===== src/rtl/line_word_reader.sv =====
// line_word_reader: single-line read buffer between the CPU data port and
// physical memory. It serves 16-bit word reads out of one buffered 128-bit
// line, fetches the whole line on a miss, and drops the line when a CPU write
// hits its tag. Hit and miss events are tallied in saturating counters.
module line_word_reader #(
  parameter int CNT_W = 16
) (
  input  logic             clk,
  input  logic             reset,
  input  logic [15:0]      mem_address,
  input  logic             mem_read,
  output logic [15:0]      mem_rdata,
  output logic             mem_resp,
  output logic [15:0]      pmem_address,
  output logic             pmem_read,
  input  logic [127:0]     pmem_rdata,
  input  logic             pmem_resp,
  input  logic             inv_valid,
  input  logic [15:0]      inv_address,
  input  logic             cnt_clear,
  output logic [CNT_W-1:0] hit_count,
  output logic [CNT_W-1:0] miss_count
);

  typedef enum logic [1:0] {
    IDLE  = 2'd0,
    FETCH = 2'd1,
    RESP  = 2'd2
  } state_t;

  state_t       state_r;
  logic [127:0] line_q;
  logic [11:0]  tag_q;
  logic         valid_q;
  logic         pend_inv_q;
  logic [2:0]   cur_off_q;

  logic         hit_s;
  logic         inv_old_s;
  logic         inv_fetch_s;
  logic         unused_s;

  // Word n of a line occupies bits [16n+15:16n].
  function automatic logic [15:0] word_sel(input logic [127:0] line, input logic [2:0] off);
    return line[{off, 4'b0000} +: 16];
  endfunction

  // Counters stick at all-ones instead of wrapping.
  function automatic logic [CNT_W-1:0] sat_inc(input logic [CNT_W-1:0] v);
    return (v == {CNT_W{1'b1}}) ? v : v + CNT_W'(1);
  endfunction

  assign hit_s       = mem_read && valid_q && (mem_address[15:4] == tag_q);
  assign inv_old_s   = inv_valid && (inv_address[15:4] == tag_q);
  // pmem_address holds the in-flight fetch tag for the whole FETCH state.
  assign inv_fetch_s = inv_valid && (inv_address[15:4] == pmem_address[15:4]);
  // Byte-within-word bits of both addresses play no part in tag matching.
  assign unused_s    = ^{inv_address[3:0], mem_address[0]};

  // Read FSM, line buffer, invalidation tracking and performance counters.
  always_ff @(posedge clk) begin
    if (reset) begin
      state_r      <= IDLE;
      valid_q      <= 1'b0;
      pend_inv_q   <= 1'b0;
      line_q       <= 128'd0;
      tag_q        <= 12'd0;
      cur_off_q    <= 3'd0;
      mem_resp     <= 1'b0;
      mem_rdata    <= 16'd0;
      pmem_read    <= 1'b0;
      pmem_address <= 16'd0;
      hit_count    <= {CNT_W{1'b0}};
      miss_count   <= {CNT_W{1'b0}};
    end else begin
      // Clear wins over a same-cycle increment.
      if (cnt_clear) begin
        hit_count  <= {CNT_W{1'b0}};
        miss_count <= {CNT_W{1'b0}};
      end else if (state_r == IDLE && mem_read) begin
        if (hit_s) begin
          hit_count <= sat_inc(hit_count);
        end else begin
          miss_count <= sat_inc(miss_count);
        end
      end

      // A write to the buffered line kills it; a fill below overrides this.
      if (inv_old_s) begin
        valid_q <= 1'b0;
      end

      case (state_r)
        IDLE: begin
          mem_resp <= 1'b0;
          if (mem_read) begin
            cur_off_q <= mem_address[3:1];
            if (hit_s) begin
              // line_q is untouched this cycle, so a same-cycle invalidate
              // still lets this hit return the buffered data.
              mem_rdata <= word_sel(line_q, mem_address[3:1]);
              mem_resp  <= 1'b1;
              state_r   <= RESP;
            end else begin
              pmem_address <= {mem_address[15:4], 4'b0000};
              pmem_read    <= 1'b1;
              pend_inv_q   <= 1'b0;
              state_r      <= FETCH;
            end
          end
        end
        FETCH: begin
          if (pmem_resp) begin
            line_q     <= pmem_rdata;
            tag_q      <= pmem_address[15:4];
            // The CPU still gets the filled word, but a write seen during the
            // fetch means the line must not be trusted afterwards.
            valid_q    <= !(pend_inv_q || inv_fetch_s);
            pend_inv_q <= 1'b0;
            pmem_read  <= 1'b0;
            mem_rdata  <= word_sel(pmem_rdata, cur_off_q);
            mem_resp   <= 1'b1;
            state_r    <= RESP;
          end else if (inv_fetch_s) begin
            pend_inv_q <= 1'b1;
          end
        end
        RESP: begin
          mem_resp <= 1'b0;
          state_r  <= IDLE;
        end
        default: begin
          mem_resp  <= 1'b0;
          pmem_read <= 1'b0;
          state_r   <= IDLE;
        end
      endcase
    end
  end

endmodule


===== config.mk =====
export PLATFORM = sky130hd
export DESIGN_NAME = line_word_reader
export DESIGN_NICKNAME = d
export VERILOG_FILES = /design/src/rtl/line_word_reader.sv
export SDC_FILE = /design/constraint.sdc
export NUM_CORES = 1
export LEC_CHECK = 0
export BUFFER_PORTS_ARGS = -buffer_cell sky130_fd_sc_hd__buf_2
export CAP_MARGIN = 10
export CORE_MARGIN = 1
export CORE_UTILIZATION = 29
export CTS_CLUSTER_DIAMETER = 150
export CTS_CLUSTER_SIZE = 14
export DETAILED_ROUTE_END_ITERATION = 8
export PLACE_DENSITY = 0.48
export SLEW_MARGIN = 20
export SYNTH_ARGS = -nofsm -noshare
export SYNTH_HDL_FRONTEND = slang
export SYNTH_SLANG_ARGS = --single-unit

===== constraint.sdc =====
create_clock -name clk -period 3.49 [get_ports clk]
set_input_delay 0.5235 -clock clk [delete_from_list [all_inputs] [get_ports clk]]
set_output_delay 0.5235 -clock clk [all_outputs]
set_load 0.02 [all_outputs]

==> results of run 1 <==
[registers in the layout, indices dropped and copies added, names as in the netlist]
signal        flops
mem_rdata        16
cur_off_q         3
pmem_address     12
line_q          128
miss_count       16
pmem_read         1
pend_inv_q        1
valid_q           1
tag_q            12
hit_count        16
state_r           2
mem_resp          1
[how the worst max path moves through the flow]
| stage | cells past startpoint | endpoint | start |
|---|---|---|---|
| after floorplan | 8 | hit_count[11]$_SDFFE_PP0P_ | mem_address[6] |
| after global placement | 7 | miss_count[6]$_SDFFE_PP0P_ | mem_address[10] |
| after detailed placement | 7 | pend_inv_q$_SDFFE_PP0P_ | mem_address[10] |
| after CTS | 5 | miss_count[6]$_SDFFE_PP0P_ | state_r[1]$_SDFFE_PP0P_ |
| after global routing | 5 | miss_count[6]$_SDFFE_PP0P_ | state_r[1]$_SDFFE_PP0P_ |
| final | 5 | miss_count[6]$_SDFFE_PP0P_ | state_r[1]$_SDFFE_PP0P_ |
[layout make-up]
cell class,instances,share of cell area
multi-input combinational,839,0.4471
sequential,209,0.3515
timing repair buffer,239,0.1098
tap,448,0.04708
clock buffer,20,0.04025
antenna,11,0.002312
inverter,6,0.001892
[power breakdown]
part	switching, mW	internal (mW)	total [mW]
Clock	0.898	0.965	1.86
Sequential	0.0495	2.47	2.52
Combinational	0.429	0.299	0.729
Total	1.38	3.73	5.11
[synth_stat cells, types with 2 or more instances]
cell type  number  area [µm²]
or3_1          17       106.4
mux4_2         64        1441
dfxtp_1       209        4184
o21ai_0        13       65.06
nand4_1        15       93.84
nor3_1         22       110.1
and3_1          7       43.79
buf_2          12       60.06
nor4b_2         2       30.03
or4_1           3       22.52
nand2_1       327        1227
a211oi_1        2       15.01
buf_4           4       30.03
inv_1           5       18.77
nor4_1          4       25.02
clkbuf_1       69       259.0
o21a_1         16       120.1
xnor2_1        31       271.5
nand3_1        20       100.1
xor2_1         18       157.7
and4_1          3       26.28
and2_1          3       18.77
buf_1           4       15.01
a21oi_1       172       860.8
nor2_1         40       150.1
ha_1            2       25.02
or2_2           3       18.77
nor4_2          3       37.54
o22ai_1        32       200.2
[worst max-delay path: cells and delay by family (launching register included)]
kind | cells | cell delay, ps
flip-flops | 1 | 370
AND/OR/NAND/NOR | 4 | 1890
AO/OA/AOI/OAI | 1 | 140
[through the flow]
| stage | power [mW] | instances | hold WS, ps | instance area, µm² | setup WS [ps] |
|---|---|---|---|---|---|
| after floorplan | 3.007 | 1144 | 433.1 | 9894 | 1329 |
| after global placement | 3.297 | 1741 | 440.9 | 11400 | 852.9 |
| after detailed placement | 3.302 | 1741 | 444.4 | 11400 | 818.6 |
| after CTS | 5.164 | 1761 | 260.4 | 11880 | 1041 |
| after global routing | 5.334 | 1772 | 269.1 | 11910 | 852.4 |
| final | 5.109 | 1772 | 277.7 | 11910 | 1017 |
[routing by layer]
metal / track usage / wire length, µm / share of wire / vias to the layer above
li1: - / - / - / 4324
met1: 0.2693 / 16290 / 0.47 / 4422
met2: 0.3034 / 16220 / 0.47 / 220
met3: 0.03160 / 1554 / 0.045 / 43
met4: 0.06526 / 801 / 0.023 / 2
met5: 0 / 9 / 0.00026 / -
[cells by family after synthesis]
| logic type | count (synthesis) | share of synthesized area |
|---|---|---|
| AO/OA/AOI/OAI | 246 | 0.1365 |
| XOR/XNOR | 49 | 0.04342 |
| adder cells (fa/ha/maj) | 2 | 0.002532 |
| buffers and inverters | 96 | 0.04026 |
| flip-flops | 209 | 0.4233 |
| multiplexers | 65 | 0.1469 |
| other | 1 | 0.0003794 |
| AND/OR/NAND/NOR | 473 | 0.2067 |
==> run_results.csv, run 1 <==
group,metric,value,unit
floorplanning,initial_core_util,0.2947,
drt,vias_per_cell,5.085,
setup_path,cpPeakStageDelay,570,ps
yosys,netlist_area,9883,µm²
sta,final.setup.tns,0,ps
setup_path,critPathArrivalTime,2900,ps
layout,drive_above_1_share,0.2551,
drt,num_vias,9011,
sta,period_share,0.7086,
clock_network,insertion_delay,490,ps
setup_path,critPathKind,"register to register",
yosys,synthCells,1141,
drt,drtPass1Iterations,5,
clock_network,cts_sinks,209,
drt,detail_route.wl_per_cell,19.68,µm
setup_path,reg2reg_depth,5,
yosys,avgSynthCellArea,8.662,µm²
floorplanning,top_level_ports,232,
floorplanning,fp.dieArea,34820,µm²
grt,antenna_found_initial,12,
setup_path,crit_chain,"nor2_1 > and2_1 > nand2_1 > or3_1 > a21oi_1",
sta,grt_setup_unrepaired,"no",
drt,drt_first_iter_violations,515,
sta,setup_viol,0,
grt,grt_pass1_wl,52320,µm
run,maxCapViolCount,0,
clock_network,clock_path_buffers,3,
layout,area.growth.synth_to_final,20.46,%
yosys,synth-edff-count,0,
yosys,ys_seq_area_frac,0.4233,
clock_network,cts_tree,"done",
layout,fin_nets,1481,
yosys,ys_types,48,
yosys,ys.flop_type,"dfxtp_1",
clock_network,clock_tree.root_cell,"clkbuf_16",
yosys,async_reset_ff_frac,0,
sta,finalCriticalPeriod,2473,ps
placement,gp_congestion,0.8638,
setup_path,r2r-end,"miss_count[6]$_SDFFE_PP0P_",
min_path,hp-start,"pmem_rdata[32]",
clock_network,clk_pin_slew,70,ps
clock_network,htree_levels,1,
sta,drv_slew,0,
setup_path,path_max_fanout,18,
yosys,ys_warn_count,0,
layout,n_fill_cell,3618,
setup_path,required,3920,ps
yosys,synth_seq_cells,209,
sta,fmax,0.4044,GHz
power_and_ir_drop,p_per_area,429.1,nW/µm²
layout,layout_common_cells,"nand2_1 (326), buf_2 (221), dfxtp_1 (208), a21oi_1 (172), mux4_2 (64)",
layout,seq_area,4185,µm²
grt,grt_usage,0.1934,
drt,ant_nets,0,
sta,slew_headroom,0.3552,
layout,final_common_cell,"nand2_1",
setup_path,cp-start-kind,"register",
min_path,min_path_type,"input pin to register",
clock_network,numCtsBuffers,18,
sta,hold_violations,0,
setup_path,worstReg2RegStart,"state_r[1]$_SDFFE_PP0P_",
min_path,hold_end,"line_q[32]$_SDFFE_PP0P_",
floorplanning,chipWidth,186.6,µm
placement,hpwl,24710,µm
power_and_ir_drop,peakVddDrop,0.2739,mV
floorplanning,die_h,186.6,µm
setup_path,cp_slowest_cell,"nand2_1",
clock_network,ctsResizeCount,0,
min_path,holdPathStages,3,
clock_network,holdBufCountCts,0,
sta,clock_skew,12.59,ps
clock_network,post-cts-setup-buffers,0,
setup_path,reg2reg_slack,1020,ps
layout,multi_input_area,5323,µm²
grt,grt_max_degree,118,
floorplanning,core-area,33530,µm²
layout,postLayoutCoreUtil,0.3550,
placement,portBuffers,222,
setup_path,crit_path_end_kind,"register",
power_and_ir_drop,leakage,4.306,nW
sta,tightest_slew,967.1,ps
grt,grt_pass1_vias,8644,
grt,grt-ovfl-total,0,
floorplanning,fp-row-count,67,
outcome,outcome,"finished, final reports clean",
drt,drt_wl_total,34880,µm
drt,drc,0,
Power figures use the tool's default switching activity.
==> run 2, diff against run 1 <==
--- a/config.mk
+++ b/config.mk
@@ -12,7 +12,7 @@
 export CTS_CLUSTER_DIAMETER = 150
 export CTS_CLUSTER_SIZE = 14
 export DETAILED_ROUTE_END_ITERATION = 8
-export PLACE_DENSITY = 0.48
+export PLACE_DENSITY = 0.5
 export SLEW_MARGIN = 20
 export SYNTH_ARGS = -nofsm -noshare
 export SYNTH_HDL_FRONTEND = slang
==> constraint.sdc (replaced) <==
create_clock -name clk -period 2.1 [get_ports clk]
set_input_delay 0.315 -clock clk [delete_from_list [all_inputs] [get_ports clk]]
set_output_delay 0.315 -clock clk [all_outputs]
set_load 0.02 [all_outputs]
==> run 2 against run 1 <==
The run now ends with negative setup slack left; sequential cell count unchanged; non-clock buffer count is 44 higher; critical path depth up 3; power grew 69%; clock skew grew 7.8 ps; sequential power rose by 66%; critical path type unchanged; largest cell class unchanged.
==> run_results.csv, run 2 (synthesized netlist as in run 1, its figures left out) <==
group,metric,value,unit
floorplanning,top_level_ports,232,
layout,drive_above_1_share,0.3043,
power_and_ir_drop,p_switching,2.341,mW
placement,hpwl,24940,µm
clock_network,clk_pin_slew,70,ps
floorplanning,initial_core_util,0.2947,
power_and_ir_drop,swShare,0.2707,
clock_network,cts_tree,"done",
power_and_ir_drop,internal-power,6.306,mW
setup_path,cp-start-kind,"register",
sta,clock_skew,20.37,ps
sta,finalCriticalPeriod,2134,ps
floorplanning,chipWidth,186.6,µm
outcome,outcome,"finished, violations left",
power_and_ir_drop,p_per_area,679.9,nW/µm²
sta,fmax,0.4687,GHz
run,maxCapViolCount,0,
floorplanning,fp-row-count,67,
layout,layout_common_cells,"nand2_1 (324), buf_2 (221), dfxtp_1 (199), a21oi_1 (170), mux4_2 (64)",
sta,tightest_slew,857.3,ps
drt,vias_per_cell,5.127,
grt,grt-ovfl-total,0,
clock_network,clock_path_buffers,3,
floorplanning,fp.dieArea,34820,µm²
placement,place_inst,1777,
layout,postLayoutCoreUtil,0.3793,
grt,grt_max_degree,170,
clock_network,insertion_delay,510,ps
floorplanning,core-area,33530,µm²
clock_network,cts_sinks,209,
outcome,violations,"negative setup slack",
drt,drt_first_iter_violations,589,
clock_network,numCtsBuffers,18,
drt,drtPass1Iterations,5,
power_and_ir_drop,power,8.647,mW
grt,met1_usage,0.2736,
grt,gr-max-usage-layer,"met2",
drt,detail_route.wl_per_cell,20.01,µm
setup_path,crit_chain,"xnor2_2 > nand4_1 > or4_4 > o21ai_4 > buf_6 > buf_16 > o21a_1 > nor3_2",
placement,gp_congestion,0.9026,
grt,use_met2,0.3130,
grt,globalRouteMet3Util,0.03856,
sta,worst_slack,-33.58,ps
sta,period_share,1.016,
setup_path,critical-path-top-delay-family,"simple AND/OR/NAND/NOR gates",
layout,fin_nets,1525,
clock_network,clock_tree.root_cell,"clkbuf_16",
sta,hold_violations,0,
grt,antenna_found_initial,18,
setup_path,cpPeakStageDelay,620,ps
setup_path,cp_slowest_cell,"or4_4",
sta,grt_setup_unrepaired,"yes",
sta,slew_headroom,0.4285,
layout,instances_no_fill,1820,
setup_path,required,2440,ps
layout,largest-register,"line_q",
layout,final_common_cell,"nand2_1",
setup_path,critPathArrivalTime,2480,ps
placement,pre_cts_ws,-189.1,ps
setup_path,critPathKind,"register to register",
setup_path,path_buf_inv,2,
layout,area.growth.synth_to_final,28.69,%
drt,drt_wl_total,36420,µm
drt,drc,0,
floorplanning,die_h,186.6,µm
power_and_ir_drop,leakage,4.681,nW
setup_path,path_max_fanout,8,
drt,num_vias,9331,
clock_network,htree_levels,1,
clock_network,holdBufCountCts,0,
grt,grt_pass1_vias,8806,
power_and_ir_drop,pwr-share-comb,0.158,
power_and_ir_drop,pwr-share-seq,0.484,
power_and_ir_drop,peakVddDrop,0.4318,mV
sta,drv_slew,0,
min_path,min_path_type,"input pin to register",
grt,grt_usage,0.2020,
grt,grt_pass1_wl,54130,µm
layout,largest_register_ffs,128,
sta,setup_viol,9,
placement,portBuffers,222,
setup_path,crit_path_end_kind,"register",
power_and_ir_drop,pwr-share-clk,0.358,
drt,ant_nets,0,
-- run 2: cell types whose count changed in the layout (fill, tap and decap cells not counted), moves of 4 or more --
cell / delta
buf_12: +12
buf_4: +22
buf_6: +6
dfxtp_1: -9
dfxtp_2: +7
diode_2: +4
xnor2_1: -10
xnor2_2: +9
-- run 2: layout make-up --
type / instances / area [µm²]
sequential: 209 / 4202
multi-input combinational: 839 / 5529
tap: 448 / 560.5
fill: 3541 / 20810
timing repair buffer: 283 / 1888
clock buffer: 20 / 479.2
antenna: 15 / 37.54
inverter: 6 / 22.52
-- run 2: final timing paths --
| check | start | end | slack (ps) | cells past startpoint |
|---|---|---|---|---|
| worst max-delay path | tag_q[2]$_SDFFE_PP0P_ | mem_rdata[12]$_SDFFE_PP0P_ | -30 | 8 |
| worst min-delay path | reset | cur_off_q[0]$_SDFFE_PP0P_ | 40 | 2 |
| worst max register to register | tag_q[2]$_SDFFE_PP0P_ | mem_rdata[12]$_SDFFE_PP0P_ | -30 | 8 |
| worst min register to register | line_q[28]$_SDFFE_PP0P_ | line_q[28]$_SDFFE_PP0P_ | 450 | 2 |
-- run 2: power by group through the flow --
stage / logic (mW) / registers (mW) / clock network, mW
global placement: 1.29 / 4.28 / 0
floorplan: 0.697 / 4.30 / 0
finish: 1.37 / 4.19 / 3.09
CTS: 1.35 / 4.19 / 3.19
global route: 1.48 / 4.20 / 3.34
detailed placement: 1.30 / 4.28 / 0
-- run 2: per-layer routing --
layer  routed length [µm]  part of all wire  vias to the layer above
li1                     -                 -                     4439
met1                16420              0.45                     4552
met2                16950              0.47                      265
met3                 1965             0.054                       65
met4                 1021             0.028                       10
met5                   55            0.0015                        -
-- run 2: stage by stage --
| step | hold WS [ps] | cell area, µm² | TNS (ps) |
|---|---|---|---|
| global placement | 439.3 | 11820 | -7790 |
| detailed placement | 444.7 | 11820 | -7801 |
| floorplan | 433.1 | 9896 | 0 |
| global route | 28.44 | 12710 | -1726 |
| finish | 40.66 | 12720 | -117.1 |
| CTS | 25.01 | 12520 | -90.39 |
-- run 2: what timing repair did --
item / 4_1_cts / 5_1_grt
pin swaps: 5 / 38
cloned: 3 / 1
endpoints found under the setup margin: 34 / 54
gates resized for setup: 25 / 33
setup buffers: 4 / 3
